==> src/rtl/uart_pkg.sv <==
// Shared UART definitions: receiver/transmitter state encoding and default frame geometry.
package uart_pkg;

  typedef enum logic [1:0] {
    IDLE  = 2'd0,
    START = 2'd1,
    DATA  = 2'd2,
    STOP  = 2'd3
  } uart_state_t;

  localparam int DEF_DATA_BITS  = 8;
  localparam int DEF_OVERSAMPLE = 16;

endpackage

==> src/rtl/rx_sync.sv <==
// Two-flop synchronizer for the asynchronous serial line; both stages reset to the idle-high level.
module rx_sync (
  input  logic CLK,
  input  logic RST_N,
  input  logic D,
  output logic Q
);

  logic meta_reg;
  logic sync_reg;

  always_ff @(posedge CLK) begin
    if (!RST_N) begin
      meta_reg <= 1'b1;
      sync_reg <= 1'b1;
    end else begin
      meta_reg <= D;
      sync_reg <= meta_reg;
    end
  end

  assign Q = sync_reg;

endmodule

==> src/rtl/uart_rx_ctrl.sv <==
// Oversampling UART receive controller: finds the start bit, samples each bit at its centre and
// hands data bits one at a time to a downstream shift register, then flags stop-bit status.
module uart_rx_ctrl
  import uart_pkg::*;
#(
  parameter int DATA_BITS  = DEF_DATA_BITS,
  parameter int OVERSAMPLE = DEF_OVERSAMPLE
) (
  input  logic CLK,
  input  logic RST_N,
  input  logic BAUD_TICK,
  input  logic RX,
  output logic BIT_OUT,
  output logic BIT_STB,
  output logic RX_DONE,
  output logic FRAME_ERR,
  output logic BUSY
);

  localparam int TICK_W = $clog2(OVERSAMPLE);
  localparam int BIT_W  = $clog2(DATA_BITS);

  localparam logic [TICK_W-1:0] HALF_LAST = TICK_W'(OVERSAMPLE / 2 - 1);
  localparam logic [TICK_W-1:0] FULL_LAST = TICK_W'(OVERSAMPLE - 1);
  localparam logic [BIT_W-1:0]  BIT_LAST  = BIT_W'(DATA_BITS - 1);

  logic              rxs;
  logic              rxs_d_reg;
  logic              fall_edge;

  uart_state_t       state_reg,     state_next;
  logic [TICK_W-1:0] tick_reg,      tick_next;
  logic [BIT_W-1:0]  bit_reg,       bit_next;
  logic              bit_out_reg,   bit_out_next;
  logic              bit_stb_reg,   bit_stb_next;
  logic              rx_done_reg,   rx_done_next;
  logic              frame_err_reg, frame_err_next;

  rx_sync u_rx_sync (
    .CLK   (CLK),
    .RST_N (RST_N),
    .D     (RX),
    .Q     (rxs)
  );

  // A held-low line never looks like an edge, so a stuck or erroring line cannot retrigger.
  assign fall_edge = rxs_d_reg & ~rxs;

  always_ff @(posedge CLK) begin
    if (!RST_N) begin
      rxs_d_reg     <= 1'b1;
      state_reg     <= IDLE;
      tick_reg      <= '0;
      bit_reg       <= '0;
      bit_out_reg   <= 1'b0;
      bit_stb_reg   <= 1'b0;
      rx_done_reg   <= 1'b0;
      frame_err_reg <= 1'b0;
    end else begin
      rxs_d_reg     <= rxs;
      state_reg     <= state_next;
      tick_reg      <= tick_next;
      bit_reg       <= bit_next;
      bit_out_reg   <= bit_out_next;
      bit_stb_reg   <= bit_stb_next;
      rx_done_reg   <= rx_done_next;
      frame_err_reg <= frame_err_next;
    end
  end

  always_comb begin
    state_next     = state_reg;
    tick_next      = tick_reg;
    bit_next       = bit_reg;
    bit_out_next   = bit_out_reg;
    bit_stb_next   = 1'b0;
    rx_done_next   = 1'b0;
    frame_err_next = 1'b0;

    unique case (state_reg)
      IDLE: begin
        if (fall_edge) begin
          state_next = START;
          tick_next  = '0;
          bit_next   = '0;
        end
      end

      START: begin
        if (BAUD_TICK) begin
          if (tick_reg == HALF_LAST) begin
            tick_next  = '0;
            // Line back high at mid start bit is a glitch: drop it silently.
            state_next = rxs ? IDLE : DATA;
          end else begin
            tick_next = tick_reg + 1'b1;
          end
        end
      end

      DATA: begin
        if (BAUD_TICK) begin
          if (tick_reg == FULL_LAST) begin
            tick_next    = '0;
            bit_out_next = rxs;
            bit_stb_next = 1'b1;
            if (bit_reg == BIT_LAST) begin
              bit_next   = '0;
              state_next = STOP;
            end else begin
              bit_next = bit_reg + 1'b1;
            end
          end else begin
            tick_next = tick_reg + 1'b1;
          end
        end
      end

      STOP: begin
        if (BAUD_TICK) begin
          if (tick_reg == FULL_LAST) begin
            tick_next      = '0;
            rx_done_next   = rxs;
            frame_err_next = ~rxs;
            state_next     = IDLE;
          end else begin
            tick_next = tick_reg + 1'b1;
          end
        end
      end

      default: begin
        state_next = IDLE;
        tick_next  = '0;
        bit_next   = '0;
      end
    endcase
  end

  assign BIT_OUT   = bit_out_reg;
  assign BIT_STB   = bit_stb_reg;
  assign RX_DONE   = rx_done_reg;
  assign FRAME_ERR = frame_err_reg;
  assign BUSY      = (state_reg != IDLE);

endmodule

==> config.mk <==
export PLATFORM = sky130hd
export DESIGN_NAME = uart_rx_ctrl
export DESIGN_NICKNAME = d
export VERILOG_FILES = /design/src/rtl/uart_pkg.sv /design/src/rtl/rx_sync.sv /design/src/rtl/uart_rx_ctrl.sv
export SDC_FILE = /design/constraint.sdc
export NUM_CORES = 1
export LEC_CHECK = 0
export BUFFER_PORTS_ARGS = -buffer_cell sky130_fd_sc_hd__buf_2
export CORE_UTILIZATION = 58
export DETAILED_ROUTE_END_ITERATION = 10
export HOLD_SLACK_MARGIN = 0.02
export PLACE_DENSITY = 0.81
export SYNTH_ARGS = -nofsm -noshare
export SYNTH_HDL_FRONTEND = slang
export SYNTH_HIERARCHICAL = 1
export SYNTH_SLANG_ARGS = --single-unit
==> constraint.sdc <==
create_clock -name CLK -period 2.16 [get_ports CLK]
set_input_delay 0.432 -clock CLK [delete_from_list [all_inputs] [get_ports CLK]]
set_output_delay 0.432 -clock CLK [all_outputs]
set_load 0.02 [all_outputs]
Word level (Yosys, flattened, before mapping)
Cells that the tools add are included.

Bitwise logic cells: 2. Eq/ne operators: 15. Muxes and demuxes: 22. Add/sub/neg operators: 2. Reductions and logical operators: 10.

Operators by type and width (count): $mux W4 (5); $mux W2 (9); $ne A2 B2 Y1 const B (8); $mux W3 (4); $pmux W4 S3 (1); $reduce_and A3 Y1 (3); $pmux W2 S4 (1); $reduce_and A4 Y1 (2); $reduce_and A8 Y1 (1); $pmux W3 S2 (1); $add A4 B1 Y4 const B (1); $eq A2 B2 Y1 const B (2); $eq A4 B3 Y1 const B (1); $eq A4 B4 Y1 const B (1); $reduce_bool A2 Y1 (2); $add A3 B1 Y3 const B (1); $eq A3 B3 Y1 const B (1); $eq A2 B1 Y1 const B (1); $logic_not A2 Y1 (1); $ne A2 B1 Y1 const B (1); $reduce_or A2 Y1 (1); $and A1 B1 Y1 (1); $mux W1 (1); $not A1 Y1 (1).

Flip-flop bits (word level): 16. Word-level logic and storage cells: 61. Output and inout bits: 5.

Depth between registers and ports, before layout
Gate-level depths: netlist of the first run.

Word-level depth: 5. Depth in mapped cells: 6. Depth with buffers taken out: 6.

Hierarchy
Netlist of the first run, hierarchy kept.

Modules (own cells, without submodules): uart_rx_ctrl (cells an instance 77, instances 1, area an instance 706.9 um^2, seq. area each 280.3 um^2); rx_sync (cells an instance 4, instances 1, area an instance 52.6 um^2, seq. area each 40.0 um^2).

Worst setup path after synthesis of the first run
Ideal clock, no wire load.

Path type: reg2reg. Start: register tick_reg[0]. End: register tick_reg[3]. Path slack: 0.818 ns. Period minus slack after synthesis: 1.342 ns. Stages on the path, launching flop included: 6. Data required time: 2.041 ns. Buffers on the path: 0. Data arrival time: 1.223 ns. Path through: dfxtp_1 -> ha_1 -> nand2_1 -> o21ai_0 -> nor2_1 -> o221a_2.

Longest elaborated chain between the ends: 4. Elaborated cells between the ends (all ways): 8. Those cells by class: 1 x add/sub; 2 x eq/ne; 5 x mux.

RTL lines: from (decl) (RTL line uart_rx_ctrl.sv:32) `logic [TICK_W-1:0] tick_reg, tick_next;`; from (signal assigned) (RTL line uart_rx_ctrl.sv:62) `tick_reg <= tick_next;`; $add A4 B1 Y4, or another cell as far along (RTL line uart_rx_ctrl.sv:96, uart_rx_ctrl.sv:114, uart_rx_ctrl.sv:127); $mux W4 (on tied branches) (RTL line uart_rx_ctrl.sv:103, uart_rx_ctrl.sv:121, uart_rx_ctrl.sv:91); $mux W4 (on tied branches) (RTL line uart_rx_ctrl.sv:102, uart_rx_ctrl.sv:90); $pmux W4 S3 * (RTL line uart_rx_ctrl.sv:80) `unique case (state_reg)`.

Mark *: on every way between the ends. The rest lies on a longest branch, timed or not. The select of a mux whose other input is x is not followed. A chain may end at the register's enable or synchronous reset.

Worst setup path in the final report of the first run
Start: register state_reg[0]. End: output BUSY.

Longest elaborated chain between the ends: 1.

RTL lines: from (decl) (RTL line uart_rx_ctrl.sv:31) `uart_state_t state_reg, state_next;`; from (signal assigned) (RTL line uart_rx_ctrl.sv:61) `state_reg <= state_next;`; $reduce_bool A2 Y1 (RTL line uart_rx_ctrl.sv:144) `assign BUSY = (state_reg != IDLE);`; to (decl) (RTL line uart_rx_ctrl.sv:17) `output logic BUSY`.

Every way passes these cells.

==> out/results.ini, run 1 <==
[worst_setup_path]
end_kind = output pin
cp.arrival_ps = 1250
path_buf_inv = 1
critPathKind = reg -> out
cp_slowest_cell = dfxtp_1
setup.reg_to_reg.worst_slack_ps = 600
r2r-start = tick_reg[0]
path_max_fanout = 13
ff2ff_path_depth = 5
endpoint = BUSY
r2r-end = BIT_OUT
cp-start-kind = flop
required_ps = 1730
cp_num_cells = 2
critical_path.cell_chain = or2_2 -> buf_2
cpPeakStageDelay_ps = 450
cp_top_family = flip-flops
cp-startpoint = state_reg[0]

[detailed_routing]
final_antenna_net_count = 0
drc = 0
dr.pass1.iters = 4
avgRoutedWirePerCell_um = 12.55
routed_wl_um = 1293
vias = 582
vias_per_cell = 5.650
first_iter_violations = 22

[hold_path]
hold_path_class = in -> reg

[global_route]
antenna_found_initial = 0
grt_pass1_wl_um = 2083
grt_max_degree = 17
overflow = 0
grt_pass1_vias = 457
grt_usage_pct = 21.25

[yosys]
synth_top_flop_cell = dfxtp_1
synth-async-reset-ratio_pct = 0
synthesis.nets = 88
synth.avg_cell_area_um2 = 9.376
syn_area_um2 = 759.5
ys_seq_area_share_pct = 42.17
synth_edf_count = 0
ys_warn_count = 6
ys_ff_latch = 16
synth_cells = 81
synth.distinct_cells = 27

[clock_tree]
root_buffer = clkbuf_4
cts_buffers = 3
cts_tree = yes
clk_pin_slew_ps = 80
clockBufferDepth = 2
postCtsHoldBufs = 0
post_cts_resized = 0
clkSinkCount = 16
postCtsSetupBuffers = 0
clock_latency_ps = 270
cts.htree.levels = 1

[layout]
layout.nets = 98
multi_input_area_um2 = 412.9
largest_register_ffs = 4
syn2layout_area_growth_pct = 7.578
fin_cells = 103
seq_area_um2 = 320.3
layout-drive-gt1-share_pct = 17.98
nFillCells = 79
insertedDiodeCount = 0

[sta]
period_needed_ps = 1681
hold_viol_final = 0
setup_slack_ps = 478.8
worst_pin_slew_ps = 458.3
finalMaxSlewViolations = 0
fin_skew_ps = 2.660
setup_violations = 0
rsz0062_at_grt = false
finalCritPeriodShare_pct = 77.83
relSlewSlack_pct = 69.41
max_freq_mhz = 594.8
tns_ps = 0

[die]
initial_core_util_pct = 65.69
ioPinCount = 9
die_w_um = 38.19
fp.dieH_um = 38.19
core_um2 = 1156
rows = 12
dieArea_um2 = 1458

[power]
p_seq_share_pct = 61.9
p_int_uw = 385.2
cellPowerDensity_nw_per_um2 = 618.2
switchingPower_uw = 119.9
clkPwrFrac_pct = 29.4
max-vdd-ir-drop_mv = 0.4869
combinationalPowerShare_pct = 8.7
power.leakage_nw = 0.3301
sw_frac_of_total_pct = 23.74

[place]
portBuffers = 8
gp_congestion = 0.7825
post-place-cells = 100
preCtsSetupSlack_ps = 652.1
hpwlAfterDp_um = 902.3

[run]
maxCapViolCount = 0

[run_status]
run_status = completed

==> area by class of cell <==
cell class,count,area share [%]
Multi-Input combinational cell,61,50.54
Sequential cell,16,39.20
Timing Repair Buffer,8,4.900
Clock buffer,3,2.757
Tap cell,14,2.144
Inverter,1,0.4594
==> power by group through the flow <==
stage | combinational, mW | clock (mW) | sequential [mW]
after floorplan | 0.0394 | 0 | 0.313
after global placement | 0.0425 | 0 | 0.319
after detailed placement | 0.0434 | 0 | 0.319
after CTS | 0.0435 | 0.154 | 0.312
after global routing | 0.0492 | 0.172 | 0.314
final | 0.0442 | 0.148 | 0.313
==> metal layers <==
layer / part of all wire [%] / vias up / track usage [%]
met5: 0 / - / 0
met4: 0.85 / 0 / 8.036
met3: 5.1 / 2 / 5.233
met2: 41 / 20 / 30.08
met1: 53 / 259 / 30.66
li1: - / 301 / -
==> logic make-up (layout without fill, tap and decap cells) <==
logic type,Yosys count,after routing,share of synthesized area (%)
AOI/OAI and AO/OA,12,12,11.53
DFF,16,16,42.17
buffers and inverters,4,12,3.459
muxes,6,6,7.908
adders and majority gates,3,3,4.943
and+or+nand+nor,38,38,27.68
xor gates and xnor gates,2,2,2.307
==> layout by cell type (no fill, tap or decap) <==
cell type   n
o21ai_1     1
and2_0      1
o21a_1      2
nor3_1      5
or2_2       1
nand4_1     1
nor2_1      5
nand2b_1    4
nand3_1     3
o21ai_0     3
xor2_1      2
nor4b_4     1
dfxtp_1    16
ha_1        3
a211oi_2    1
buf_2       8
nor2b_1     5
a22oi_1     2
o221a_2     1
a21oi_1     1
o21ai_2     1
clkbuf_4    3
mux2i_1     6
nor3b_1     2
inv_1       1
nand2_1    10
==> how the worst min path moves through the flow <==
stage | cells after the start | slack [ps] | from | endpoint
detailed placement | 1 | 400 | u_rx_sync/meta_reg | u_rx_sync/Q
floorplan | 1 | 390 | u_rx_sync/meta_reg | u_rx_sync/Q
finish | 2 | 340 | RX | u_rx_sync/meta_reg
global route | 2 | 320 | RX | u_rx_sync/meta_reg
CTS | 2 | 330 | RX | u_rx_sync/meta_reg
global placement | 1 | 400 | u_rx_sync/meta_reg | u_rx_sync/Q
==> per-stage QoR <==
stage / util [%] / hold WS [ps] / total power, mW / area [um^2]
global placement: 68.72 / 396.5 / 0.3611 / 794.5
global route: 70.67 / 323.7 / 0.5361 / 817.0
CTS: 70.67 / 330.7 / 0.5102 / 817.0
detailed placement: 68.72 / 402.6 / 0.3627 / 794.5
finish: 70.67 / 338.3 / 0.5051 / 817.0
floorplan: - / 386.3 / 0.3523 / 759.5
==> cells in the mapped netlist, drive strengths merged, types with 2 or more instances <==
master	number	area [um^2]
nor2	5	18.77
nand3	3	15.01
nand2	10	37.54
buf	2	18.77
ha	3	37.54
a22oi	2	15.01
xor2	2	17.52
mux2i	6	60.06
dfxtp	16	320.3
nand2b	4	25.02
nor3b	2	15.01
nor3	5	25.02
o21a	2	15.01
nor2b	5	31.28
o21ai	5	28.77
==> worst register-to-register path, delay by kind of cell (launching register included) <==
kind                       cells  cell delay, ps
and+or+nand+nor                3             570
DFF                            1             380
muxes                          1             260
adders and majority gates      1             240
(Power assumes the default switching activity.)
==> run 2: changes to the inputs <==
- CORE_UTILIZATION: 58 -> 49
- PLACE_DENSITY: 0.81 -> 0.74
- clock period: 2.16 -> 1.4 ns (I/O delays scaled with it)
==> out/results.ini, run 2 (synthesis gave the netlist of run 1 again) <==
[detailed_routing]
wl_met2_um = 674  ; was 527 um
first_iter_violations = 5  ; was 22
final_antenna_net_count = 0  ; unchanged
top_layer = met3  ; was met4
vias = 597  ; was 582
routed_wl_um = 1410  ; was 1293 um
vias_per_cell = 5.283  ; was 5.650
dr.pass1.iters = 2  ; was 4
avgRoutedWirePerCell_um = 12.48  ; was 12.55 um
met3WireLength_um = 53  ; was 66 um
drc = 0  ; unchanged
wl_met1_um = 682  ; was 688 um

[clock_tree]
clock_latency_ps = 290  ; was 270 ps
cts_tree = yes  ; unchanged
cts.htree.levels = 1  ; unchanged
clk_pin_slew_ps = 90  ; was 80 ps
cts_buffers = 3  ; unchanged
root_buffer = clkbuf_4  ; unchanged
postCtsSetupBuffers = 0  ; unchanged
clockBufferDepth = 2  ; unchanged
clkSinkCount = 16  ; unchanged
postCtsHoldBufs = 0  ; unchanged

[sta]
hold_ws_ps = 172.9  ; was 338.3 ps
fin_skew_ps = 7.183  ; was 2.660 ps
period_needed_ps = 1333
finalCritPeriodShare_pct = 95.20
setup_violations = 0  ; unchanged
hold_viol_final = 0  ; unchanged
max_freq_mhz = 750.3
worst_pin_slew_ps = 330.6  ; was 458.3 ps
finalMaxSlewViolations = 0  ; unchanged
relSlewSlack_pct = 77.89  ; was 69.41%
rsz0062_at_grt = true  ; was false

[hold_path]
hold_path_class = in -> reg  ; unchanged

[worst_setup_path]
cp.arrival_ps = 1050  ; was 1250 ps
critical_path.cell_chain = or2_4 -> buf_6  ; was or2_2 -> buf_2
path_max_fanout = 8  ; was 13
path_buf_inv = 1  ; unchanged
cpPeakStageDelay_ps = 390  ; was 450 ps
cp_top_family = flip-flops  ; unchanged
end_kind = output pin  ; unchanged
cp_slowest_cell = dfxtp_4  ; was dfxtp_1
critPathKind = reg -> out  ; unchanged
required_ps = 1120  ; was 1730 ps
cp-start-kind = flop  ; unchanged

[global_route]
grt_pass1_wl_um = 2097  ; was 2083 um
overflow = 0  ; unchanged
grt_usage_pct = 18.93  ; was 21.25%
grt_max_degree = 16  ; was 17
grt_pass1_vias = 488  ; was 457
antenna_found_initial = 0  ; unchanged

[place]
placed_area_um2 = 855.8  ; was 794.5 um^2
portBuffers = 8  ; unchanged
gp_congestion = 0.7020  ; was 0.7825
hpwlAfterDp_um = 1020  ; was 902.3 um

[die]
dieArea_um2 = 1711  ; was 1458 um^2
rows = 13  ; was 12
fp.dieH_um = 41.37  ; was 38.19 um
initial_core_util_pct = 55.59  ; was 65.69%
core_um2 = 1366  ; was 1156 um^2
die_w_um = 41.37  ; was 38.19 um
ioPinCount = 9  ; unchanged

[layout]
final_core_util_pct = 67.77  ; was 70.67%
layout_common_cells = dfxtp_1 (13), nand2_1 (10), buf_4 (8)  ; was dfxtp_1 (16), nand2_1 (10), buf_2 (8)
largest_register_ffs = 4  ; unchanged
syn2layout_area_growth_pct = 21.91  ; was 7.578%
final_common_cell = dfxtp_1  ; unchanged
insertedDiodeCount = 0  ; unchanged
fin_area_um2 = 925.9  ; was 817.0 um^2
layout.nets = 106  ; was 98
nFillCells = 112  ; was 79
layout-drive-gt1-share_pct = 33.67  ; was 17.98%

[run_status]
run_status = completed  ; unchanged

[run]
maxCapViolCount = 0  ; unchanged

[power]
power.leakage_nw = 0.3819  ; was 0.3301 nW
cellPowerDensity_nw_per_um2 = 946.7  ; was 618.2 nW/um^2
max-vdd-ir-drop_mv = 0.6805  ; was 0.4869 mV

run 2: cell count changes in the layout (fill, tap and decap cells not counted), sizes merged:
cell    previous run  this run
clkbuf             3         4
buf                8        16
run 2: path summary, 6_finish.rpt:
path / end / depth (start not counted) / from / slack [ps]
setup / recovery: BUSY / 2 / flop / 70
hold / removal: u_rx_sync/meta_reg / 2 / RX / 170
setup reg to reg: tick_reg[2] / 5 / u_rx_sync/Q / 70
hold reg to reg: u_rx_sync/Q / 1 / u_rx_sync/meta_reg / 410
run 2: worst reg2reg max path: stages (launching register included):
cell	delay (ps)
dfxtp_1	390
nor4b_4	320
buf_4	180
o21ai_2	50
xor2_1	140
nor3b_1	180
run 2: per-layer routing:
| layer | track usage, % | up-vias |
|---|---|---|
| li1 | - | 314 |
| met1 | 25.16 | 272 |
| met2 | 29.30 | 11 |
| met3 | 7.979 | 0 |
| met4 | 2.419 | 0 |
| met5 | 0 | - |
run 2: final cells by class:
| type | count | area (um^2) | area share [%] |
|---|---|---|---|
| clock buffers | 4 | 36.28 | 3.919 |
| inverters | 1 | 3.754 | 0.4054 |
| multi-input cells | 61 | 434.2 | 46.89 |
| flip-flops and latches | 16 | 326.6 | 35.27 |
| well taps | 15 | 18.77 | 2.027 |
| repair buffers | 16 | 106.4 | 11.49 |
run 2: stage by stage:
stage | TNS, ps | worst slack, ps | total power, mW | cells
floorplan | 0 | 57.86 | 0.5435 | 81
finish | 0 | 67.18 | 0.8765 | 113
detailed placement | -9.007 | -9.007 | 0.5738 | 109
global route | -11.21 | -11.21 | 0.9146 | 113
CTS | -3.697 | -3.697 | 0.8779 | 113
global placement | 0 | 43.64 | 0.5726 | 109
run 2: power breakdown:
group	total (mW)	switching, mW	internal [mW]
Sequential	0.475	0.0118	0.463
Combinational	0.0992	0.0495	0.0497
Clock	0.303	0.144	0.158
Total	0.876	0.206	0.671
run 2: repair_timing:
item | in CTS | in global routing
cloned | 0 | 0
resized for setup | 4 | 9
endpoints found under the setup margin | 2 | 6
